File: src/rtl/quick_spi_pkg.sv
`default_nettype none
// ==========================================================================
// Module   : quick_spi_pkg
// Desc     : Shared SPI constants, mode encodings and slave state encoding
// Revision : 1.0 - initial release
// ==========================================================================
package quick_spi_pkg;

  localparam bit MSB_FIRST = 1'b1;
  localparam bit LSB_FIRST = 1'b0;

  // {CPOL, CPHA}
  localparam logic [1:0] SPI_MODE0 = 2'b00;
  localparam logic [1:0] SPI_MODE1 = 2'b01;
  localparam logic [1:0] SPI_MODE2 = 2'b10;
  localparam logic [1:0] SPI_MODE3 = 2'b11;

  typedef enum logic [1:0] {
    IDLE   = 2'b00,
    ACTIVE = 2'b01,
    DONE   = 2'b10
  } state_t;

endpackage
`default_nettype wire

File: src/rtl/quick_spi_sync_edge.sv
`default_nettype none
// ==========================================================================
// Module   : quick_spi_sync_edge
// Desc     : Multi-stage synchronizer with rise/fall detection on the output
// Revision : 1.0 - initial release
// ==========================================================================
module quick_spi_sync_edge #(
  parameter int SYNC_STAGES = 2,
  parameter bit RESET_VALUE = 1'b0
) (
  input  logic clk,
  input  logic reset_n,
  input  logic din,
  output logic rise,
  output logic fall
);

  logic [SYNC_STAGES-1:0] r_sync;
  logic                   r_prev;
  logic                   w_sync;

  always_ff @(posedge clk) begin
    if (!reset_n) begin
      r_sync <= {SYNC_STAGES{RESET_VALUE}};
      r_prev <= RESET_VALUE;
    end else begin
      r_sync <= {r_sync[SYNC_STAGES-2:0], din};
      r_prev <= r_sync[SYNC_STAGES-1];
    end
  end

  assign w_sync = r_sync[SYNC_STAGES-1];
  assign rise   = w_sync & ~r_prev;
  assign fall   = ~w_sync & r_prev;

endmodule
`default_nettype wire

File: src/rtl/quick_spi_slave.sv
`default_nettype none
// ==========================================================================
// Module   : quick_spi_slave
// Desc     : Oversampling SPI responder, all CPOL/CPHA modes, both bit orders
// Macro    : QUICK_SPI_SLAVE_UNDERRUN_EN builds the sticky tx_underrun flag
// Revision : 1.0 - initial release
// ==========================================================================
module quick_spi_slave
  import quick_spi_pkg::*;
#(
  parameter int DATA_WIDTH      = 8,
  parameter bit BITS_ORDER      = MSB_FIRST,
  parameter bit CPOL            = 1'b0,
  parameter bit CPHA            = 1'b0,
  parameter bit MISO_IDLE_VALUE = 1'b0,
  parameter int SYNC_STAGES     = 2
) (
  input  logic                  clk,
  input  logic                  reset_n,
  input  logic                  enable,
  input  logic                  sclk,
  input  logic                  ss_n,
  input  logic                  mosi,
  output logic                  miso,
  output logic                  miso_oe,
  output logic [DATA_WIDTH-1:0] rx_data,
  output logic                  rx_valid,
  input  logic [DATA_WIDTH-1:0] tx_data,
  input  logic                  tx_load,
  output logic                  tx_ready,
  output logic                  busy,
  output logic                  end_of_transaction,
  output logic                  tx_underrun
);

  localparam int               CNT_W      = $clog2(DATA_WIDTH + 1);
  localparam logic [1:0]       C_MODE     = {CPOL, CPHA};
  localparam bit               C_CPOL     = (C_MODE == SPI_MODE2) || (C_MODE == SPI_MODE3);
  localparam bit               C_CPHA     = (C_MODE == SPI_MODE1) || (C_MODE == SPI_MODE3);
  localparam logic [CNT_W-1:0] C_CNT_FULL = CNT_W'(DATA_WIDTH);

  state_t                  r_state;
  logic [CNT_W-1:0]        r_bit_cnt;
  logic [DATA_WIDTH-1:0]   r_rx_shift;
  logic [DATA_WIDTH-1:0]   r_tx_shift;
  logic [DATA_WIDTH-1:0]   r_hold;
  logic                    r_hold_full;
  logic [DATA_WIDTH-1:0]   r_rx_data;
  logic                    r_rx_valid;
  logic                    r_miso;
  logic                    r_miso_oe;
  logic                    r_busy;
  logic                    r_eot;
  logic                    r_skip_shift;
  logic [SYNC_STAGES-1:0]  r_mosi_sync;

  logic                    w_sclk_rise;
  logic                    w_sclk_fall;
  logic                    w_ss_rise;
  logic                    w_ss_fall;
  logic                    w_mosi;
  logic                    w_sample_edge;
  logic                    w_shift_edge;
  logic                    w_start;
  logic                    w_wrap;
  logic                    w_reload;
  logic [DATA_WIDTH-1:0]   w_load_word;
  logic                    w_load_head;
  logic [DATA_WIDTH-1:0]   w_load_shifted;
  logic                    w_tx_head;
  logic [DATA_WIDTH-1:0]   w_tx_shifted;
  logic [DATA_WIDTH-1:0]   w_rx_next;

  quick_spi_sync_edge #(
    .SYNC_STAGES (SYNC_STAGES),
    .RESET_VALUE (CPOL)
  ) u_sclk_sync (
    .clk     (clk),
    .reset_n (reset_n),
    .din     (sclk),
    .rise    (w_sclk_rise),
    .fall    (w_sclk_fall)
  );

  // History resets low so a select held low through reset never looks like a fall
  quick_spi_sync_edge #(
    .SYNC_STAGES (SYNC_STAGES),
    .RESET_VALUE (1'b0)
  ) u_ss_sync (
    .clk     (clk),
    .reset_n (reset_n),
    .din     (ss_n),
    .rise    (w_ss_rise),
    .fall    (w_ss_fall)
  );

  always_ff @(posedge clk) begin
    if (!reset_n) begin
      r_mosi_sync <= '0;
    end else begin
      r_mosi_sync <= {r_mosi_sync[SYNC_STAGES-2:0], mosi};
    end
  end

  assign w_mosi        = r_mosi_sync[SYNC_STAGES-1];
  assign w_sample_edge = C_CPHA ? (C_CPOL ? w_sclk_rise : w_sclk_fall)
                                : (C_CPOL ? w_sclk_fall : w_sclk_rise);
  assign w_shift_edge  = C_CPHA ? (C_CPOL ? w_sclk_fall : w_sclk_rise)
                                : (C_CPOL ? w_sclk_rise : w_sclk_fall);

  assign w_start     = (r_state == IDLE) && w_ss_fall && enable;
  assign w_wrap      = (r_state == ACTIVE) && !w_ss_rise && (r_bit_cnt == C_CNT_FULL);
  assign w_reload    = w_start || w_wrap;
  assign w_load_word = r_hold_full ? r_hold : '0;

  generate
    if (BITS_ORDER == LSB_FIRST) begin : g_lsb_first
      assign w_rx_next      = {w_mosi, r_rx_shift[DATA_WIDTH-1:1]};
      assign w_tx_head      = r_tx_shift[0];
      assign w_tx_shifted   = {1'b0, r_tx_shift[DATA_WIDTH-1:1]};
      assign w_load_head    = w_load_word[0];
      assign w_load_shifted = {1'b0, w_load_word[DATA_WIDTH-1:1]};
    end else begin : g_msb_first
      assign w_rx_next      = {r_rx_shift[DATA_WIDTH-2:0], w_mosi};
      assign w_tx_head      = r_tx_shift[DATA_WIDTH-1];
      assign w_tx_shifted   = {r_tx_shift[DATA_WIDTH-2:0], 1'b0};
      assign w_load_head    = w_load_word[DATA_WIDTH-1];
      assign w_load_shifted = {w_load_word[DATA_WIDTH-2:0], 1'b0};
    end
  endgenerate

  always_ff @(posedge clk) begin
    if (!reset_n) begin
      r_state      <= IDLE;
      r_bit_cnt    <= '0;
      r_rx_shift   <= '0;
      r_tx_shift   <= '0;
      r_hold       <= '0;
      r_hold_full  <= 1'b0;
      r_rx_data    <= '0;
      r_rx_valid   <= 1'b0;
      r_miso       <= MISO_IDLE_VALUE;
      r_miso_oe    <= 1'b0;
      r_busy       <= 1'b0;
      r_eot        <= 1'b0;
      r_skip_shift <= 1'b0;
    end else begin
      r_rx_valid <= 1'b0;
      r_eot      <= 1'b0;

      // A reload reads the old holding content, so a same-cycle load feeds the next word
      if (tx_load) begin
        r_hold      <= tx_data;
        r_hold_full <= 1'b1;
      end else if (w_reload) begin
        r_hold_full <= 1'b0;
      end

      case (r_state)
        IDLE: begin
          if (w_start) begin
            r_state      <= ACTIVE;
            r_busy       <= 1'b1;
            r_miso_oe    <= 1'b1;
            r_bit_cnt    <= '0;
            r_skip_shift <= 1'b0;
            if (!C_CPHA) begin
              r_miso     <= w_load_head;
              r_tx_shift <= w_load_shifted;
            end else begin
              r_tx_shift <= w_load_word;
            end
          end
        end

        ACTIVE: begin
          if (w_ss_rise) begin
            r_state      <= DONE;
            r_busy       <= 1'b0;
            r_miso_oe    <= 1'b0;
            r_miso       <= MISO_IDLE_VALUE;
            r_eot        <= 1'b1;
            r_bit_cnt    <= '0;
            r_skip_shift <= 1'b0;
          end else begin
            if (w_sample_edge) begin
              r_rx_shift <= w_rx_next;
              r_bit_cnt  <= r_bit_cnt + 1'b1;
            end
            if (w_wrap) begin
              r_rx_data  <= r_rx_shift;
              r_rx_valid <= 1'b1;
              r_bit_cnt  <= '0;
              if (!C_CPHA) begin
                r_miso       <= w_load_head;
                r_tx_shift   <= w_load_shifted;
                r_skip_shift <= 1'b1;
              end else begin
                r_tx_shift <= w_load_word;
              end
            end else if (w_shift_edge) begin
              if (r_skip_shift) begin
                r_skip_shift <= 1'b0;
              end else begin
                r_miso     <= w_tx_head;
                r_tx_shift <= w_tx_shifted;
              end
            end
          end
        end

        DONE: begin
          r_state <= IDLE;
        end

        default: begin
          r_state <= IDLE;
        end
      endcase
    end
  end

`ifdef QUICK_SPI_SLAVE_UNDERRUN_EN
  logic r_tx_underrun;

  always_ff @(posedge clk) begin
    if (!reset_n) begin
      r_tx_underrun <= 1'b0;
    end else if (tx_load) begin
      r_tx_underrun <= 1'b0;
    end else if (w_reload && !r_hold_full) begin
      r_tx_underrun <= 1'b1;
    end
  end

  assign tx_underrun = r_tx_underrun;
`else
  assign tx_underrun = 1'b0;
`endif

  assign miso               = r_miso;
  assign miso_oe            = r_miso_oe;
  assign rx_data            = r_rx_data;
  assign rx_valid           = r_rx_valid;
  assign tx_ready           = ~r_hold_full;
  assign busy               = r_busy;
  assign end_of_transaction = r_eot;

endmodule
`default_nettype wire

File: config.mk
export PLATFORM = sky130hd
export DESIGN_NAME = quick_spi_slave
export DESIGN_NICKNAME = d
export VERILOG_FILES = /design/src/rtl/quick_spi_pkg.sv /design/src/rtl/quick_spi_sync_edge.sv /design/src/rtl/quick_spi_slave.sv
export SDC_FILE = /design/constraint.sdc
export NUM_CORES = 1
export LEC_CHECK = 0
export BUFFER_PORTS_ARGS = -buffer_cell sky130_fd_sc_hd__buf_2
export CAP_MARGIN = 20
export CORE_ASPECT_RATIO = 0.9
export CORE_MARGIN = 8
export CORE_UTILIZATION = 30
export DETAILED_ROUTE_END_ITERATION = 6
export GPL_TIMING_DRIVEN = 1
export SLEW_MARGIN = 25
export SYNTH_ARGS = -nofsm -noshare
export SYNTH_HDL_FRONTEND = slang
export SYNTH_HIERARCHICAL = 1
export SYNTH_SLANG_ARGS = --single-unit
export TNS_END_PERCENT = 10
File: constraint.sdc
create_clock -name clk -period 4.6 [get_ports clk]
set_clock_uncertainty 0.2 [all_clocks]
set_input_delay 0.23 -clock clk [delete_from_list [all_inputs] [get_ports clk]]
set_output_delay 0.23 -clock clk [all_outputs]
set_load 0.03 [all_outputs]
==> flow_metrics.env <==
export IMPL_synth_edf_count=0
export IMPL_crit_arrival_ps=2120
export IMPL_crit_path_end="r_tx_shift[6]$_SDFFE_PN0P_"
export IMPL_ctsRootBufferMaster="clkbuf_8"
export IMPL_drcViolationCount=0
export IMPL_diodes=0
export IMPL_r2r_slack_ps=2510
export IMPL_drive_above_1_share=0.177
export IMPL_min_period_over_period=0.454
export IMPL_place_port_buffers=28
export IMPL_reg2reg_from="r_bit_cnt[0]$_SDFFE_PN0P_"
export IMPL_cts_tree="yes"
export IMPL_power_total_uw=783
export IMPL_hold_violations=0
export IMPL_place_ws_ps=2560
export IMPL_grt_pass1_wl_mm=7.32
export IMPL_synth_cell_types=45
export IMPL_timing_final_max_slew_violations=0
export IMPL_fin_ws_ps=2510
export IMPL_period_needed_ps=2090
export IMPL_p_leak_nw=0.979
export IMPL_synth_nets=250
export IMPL_crit_required_ps=4640
export IMPL_path_depth=6
export IMPL_worstSetupPathType="reg2reg"
export IMPL_min_path_type="in2reg"
export IMPL_die_h_um=96.5
export IMPL_cap_violations=0
export IMPL_drt_initial_drc_count=75
export IMPL_antenna_found_initial=0
export IMPL_cts_buffer_depth=2
export IMPL_final_nets=282
export IMPL_status="finished, final reports clean"
export IMPL_dpl_hpwl_mm=2.88
export IMPL_die_area_um2=10200
export IMPL_cts_htree_levels=2
export IMPL_reg2reg_depth=6
export IMPL_synth_seq_area_share=0.472
export IMPL_synth_seq_cells=51
export IMPL_dr_pass1_iters=4
export IMPL_wl_per_cell_um=11.7
export IMPL_cp_end_kind="flip-flop"
export IMPL_syn_to_final_growth_pct=18.2
export IMPL_dieWidth_um=105
export IMPL_yosys_most_used_dff="dfxtp_1"
export IMPL_path_clk_slew_ps=90
export IMPL_postCtsSetupRepairBufs=0
export IMPL_grt_util_all_layers=0.0882
export IMPL_synthCells=233
export IMPL_cp_top_family="compound AO/OA/AOI/OAI gates"
export IMPL_ys_async_sr_fraction=0
export IMPL_worst_setup_path_start_kind="flip-flop"
export IMPL_pin_count=30
export IMPL_drt_antenna_violating_nets=0
export IMPL_core_um2=7000
export IMPL_setup_viol_count_final=0
export IMPL_cts_buffers_inserted=5
export IMPL_clock_latency_ps=300
export IMPL_routed_wirelength_mm=4.21
export IMPL_ys_warn_count=6
export IMPL_via_per_inst=4.49
export IMPL_powerDensity_nw_per_um2=306
export IMPL_crit_chain="inv_1, ha_1, and3b_1, a21boi_4, mux2_2, o22ai_2"
export IMPL_grt_pass1_vias=1619
export IMPL_startpoint="r_bit_cnt[0]$_SDFFE_PN0P_"
export IMPL_grt_max_degree=49
export IMPL_critPathSlowestCell="dfxtp_1"
export IMPL_slew_headroom=0.551
export IMPL_reg2reg_to="r_tx_shift[6]$_SDFFE_PN0P_"
export IMPL_met1_length_mm=2.09
export IMPL_wl_met2_mm=1.82
export IMPL_core_rowCount=29
export IMPL_clock_fmax_ghz=0.479
export IMPL_syn_avg_cell_area_um2=9.28
export IMPL_clock_sinks=51
export IMPL_route_vias_total=1613
export IMPL_critPathMaxStageDelay_ps=380
export IMPL_fin_tns_setup_ps=0
export IMPL_cp_num_buf_inv=1
export IMPL_routed_top_layer="met4"
export IMPL_synth_area_um2=2160
export IMPL_peakVddDrop_mv=0.108
export IMPL_rsz0062_at_grt="no"
export IMPL_cp_max_fo=8
export IMPL_met3_length_um=196
export IMPL_worst_pin_slew_ps=674
export IMPL_utilization=0.365
export IMPL_layout_common_cells="51 x dfxtp_1, 42 x nand2_1, 28 x buf_2"
export IMPL_final_common_cell="dfxtp_1"
export IMPL_globalplace_congestion=0.807
export IMPL_overflow=0
export IMPL_start_util=0.309
## metal layers
layer | up-vias | track usage
met4 | 0 | 0.0474
li1 | 838 | -
met3 | 9 | 0.0292
met2 | 28 | 0.135
met5 | - | 0
met1 | 738 | 0.109
## state kept, by name, summed over array words and instances, names as in the netlist, 2 cells and up
name and flops:
u_sclk_sync/r_sync 2, r_tx_shift 7, r_hold 8, rx_data 8, r_bit_cnt 4, r_state 2
u_ss_sync/r_sync 2, r_rx_shift 8, r_mosi_sync 2
## power by group
| part | internal, mW | leakage, nW | total, mW | switching, mW |
|---|---|---|---|---|
| logic | 0.0274 | 0.517 | 0.0559 | 0.0285 |
| registers | 0.450 | 0.414 | 0.456 | 0.00571 |
| clock network | 0.123 | 0.0474 | 0.271 | 0.148 |
| total | 0.601 | 0.979 | 0.783 | 0.182 |
## cell type report
class,instances,area (um2)
inverters,14,52.6
fillers,719,4450
well taps,93,116
multi-input cells,154,1020
clock buffers,6,82.6
clock inverters,2,16.3
repair buffers,39,250
flip-flops and latches,51,1020
## worst min path at each step
stage / slack [ps] / cells after the start / to / from
2_1_floorplan: 150 / 1 / u_sclk_sync/r_sync[0]$_SDFF_PN0_ / sclk
3_3_place_gp: 210 / 1 / u_ss_sync/r_sync[1]$_SDFF_PN0_ / u_ss_sync/r_sync[0]$_SDFF_PN0_
3_5_place_dp: 220 / 1 / u_ss_sync/r_sync[1]$_SDFF_PN0_ / u_ss_sync/r_sync[0]$_SDFF_PN0_
4_1_cts: 170 / 2 / r_hold_full$_SDFFE_PN0P_ / tx_load
5_1_grt: 190 / 2 / r_hold_full$_SDFFE_PN0P_ / tx_load
6_report: 170 / 2 / r_hold_full$_SDFFE_PN0P_ / tx_load
## through the flow
step	hold WS, ps	instances	cell area, um2
after global routing	192	359	2560
after global placement	214	340	2350
after floorplan	152	233	2160
after detailed placement	220	340	2350
final	168	359	2560
after CTS	168	359	2560
## timing repair
item,4_1_cts,5_1_grt
resized for setup,0,0
hold buffers,11,0
hold endpoints to repair,11,0
## synthesized netlist by cell type (all sizes together) (3+ instances only)
cell,n,area share
dfxtp,51,0.47
nand2,42,0.073
a21boi,21,0.078
inv,14,0.024
nor2b,13,0.038
and2,10,0.029
mux2i,9,0.042
o21ai,9,0.021
clkbuf,8,0.014
buf,6,0.019
o22ai,6,0.020
and3,5,0.014
mux2,5,0.026
nor2,3,0.0087
## cell families (layout without fill, tap and decap cells)
family,Yosys count,count (layout),synth area share
fa+ha+maj,2,2,0.0116
flops,51,51,0.472
other cells,1,1,0.00173
buf+inv,28,61,0.0573
simple gates,88,88,0.218
mux,14,14,0.0677
compound gates,49,49,0.171
(Power assumes the default switching activity.)
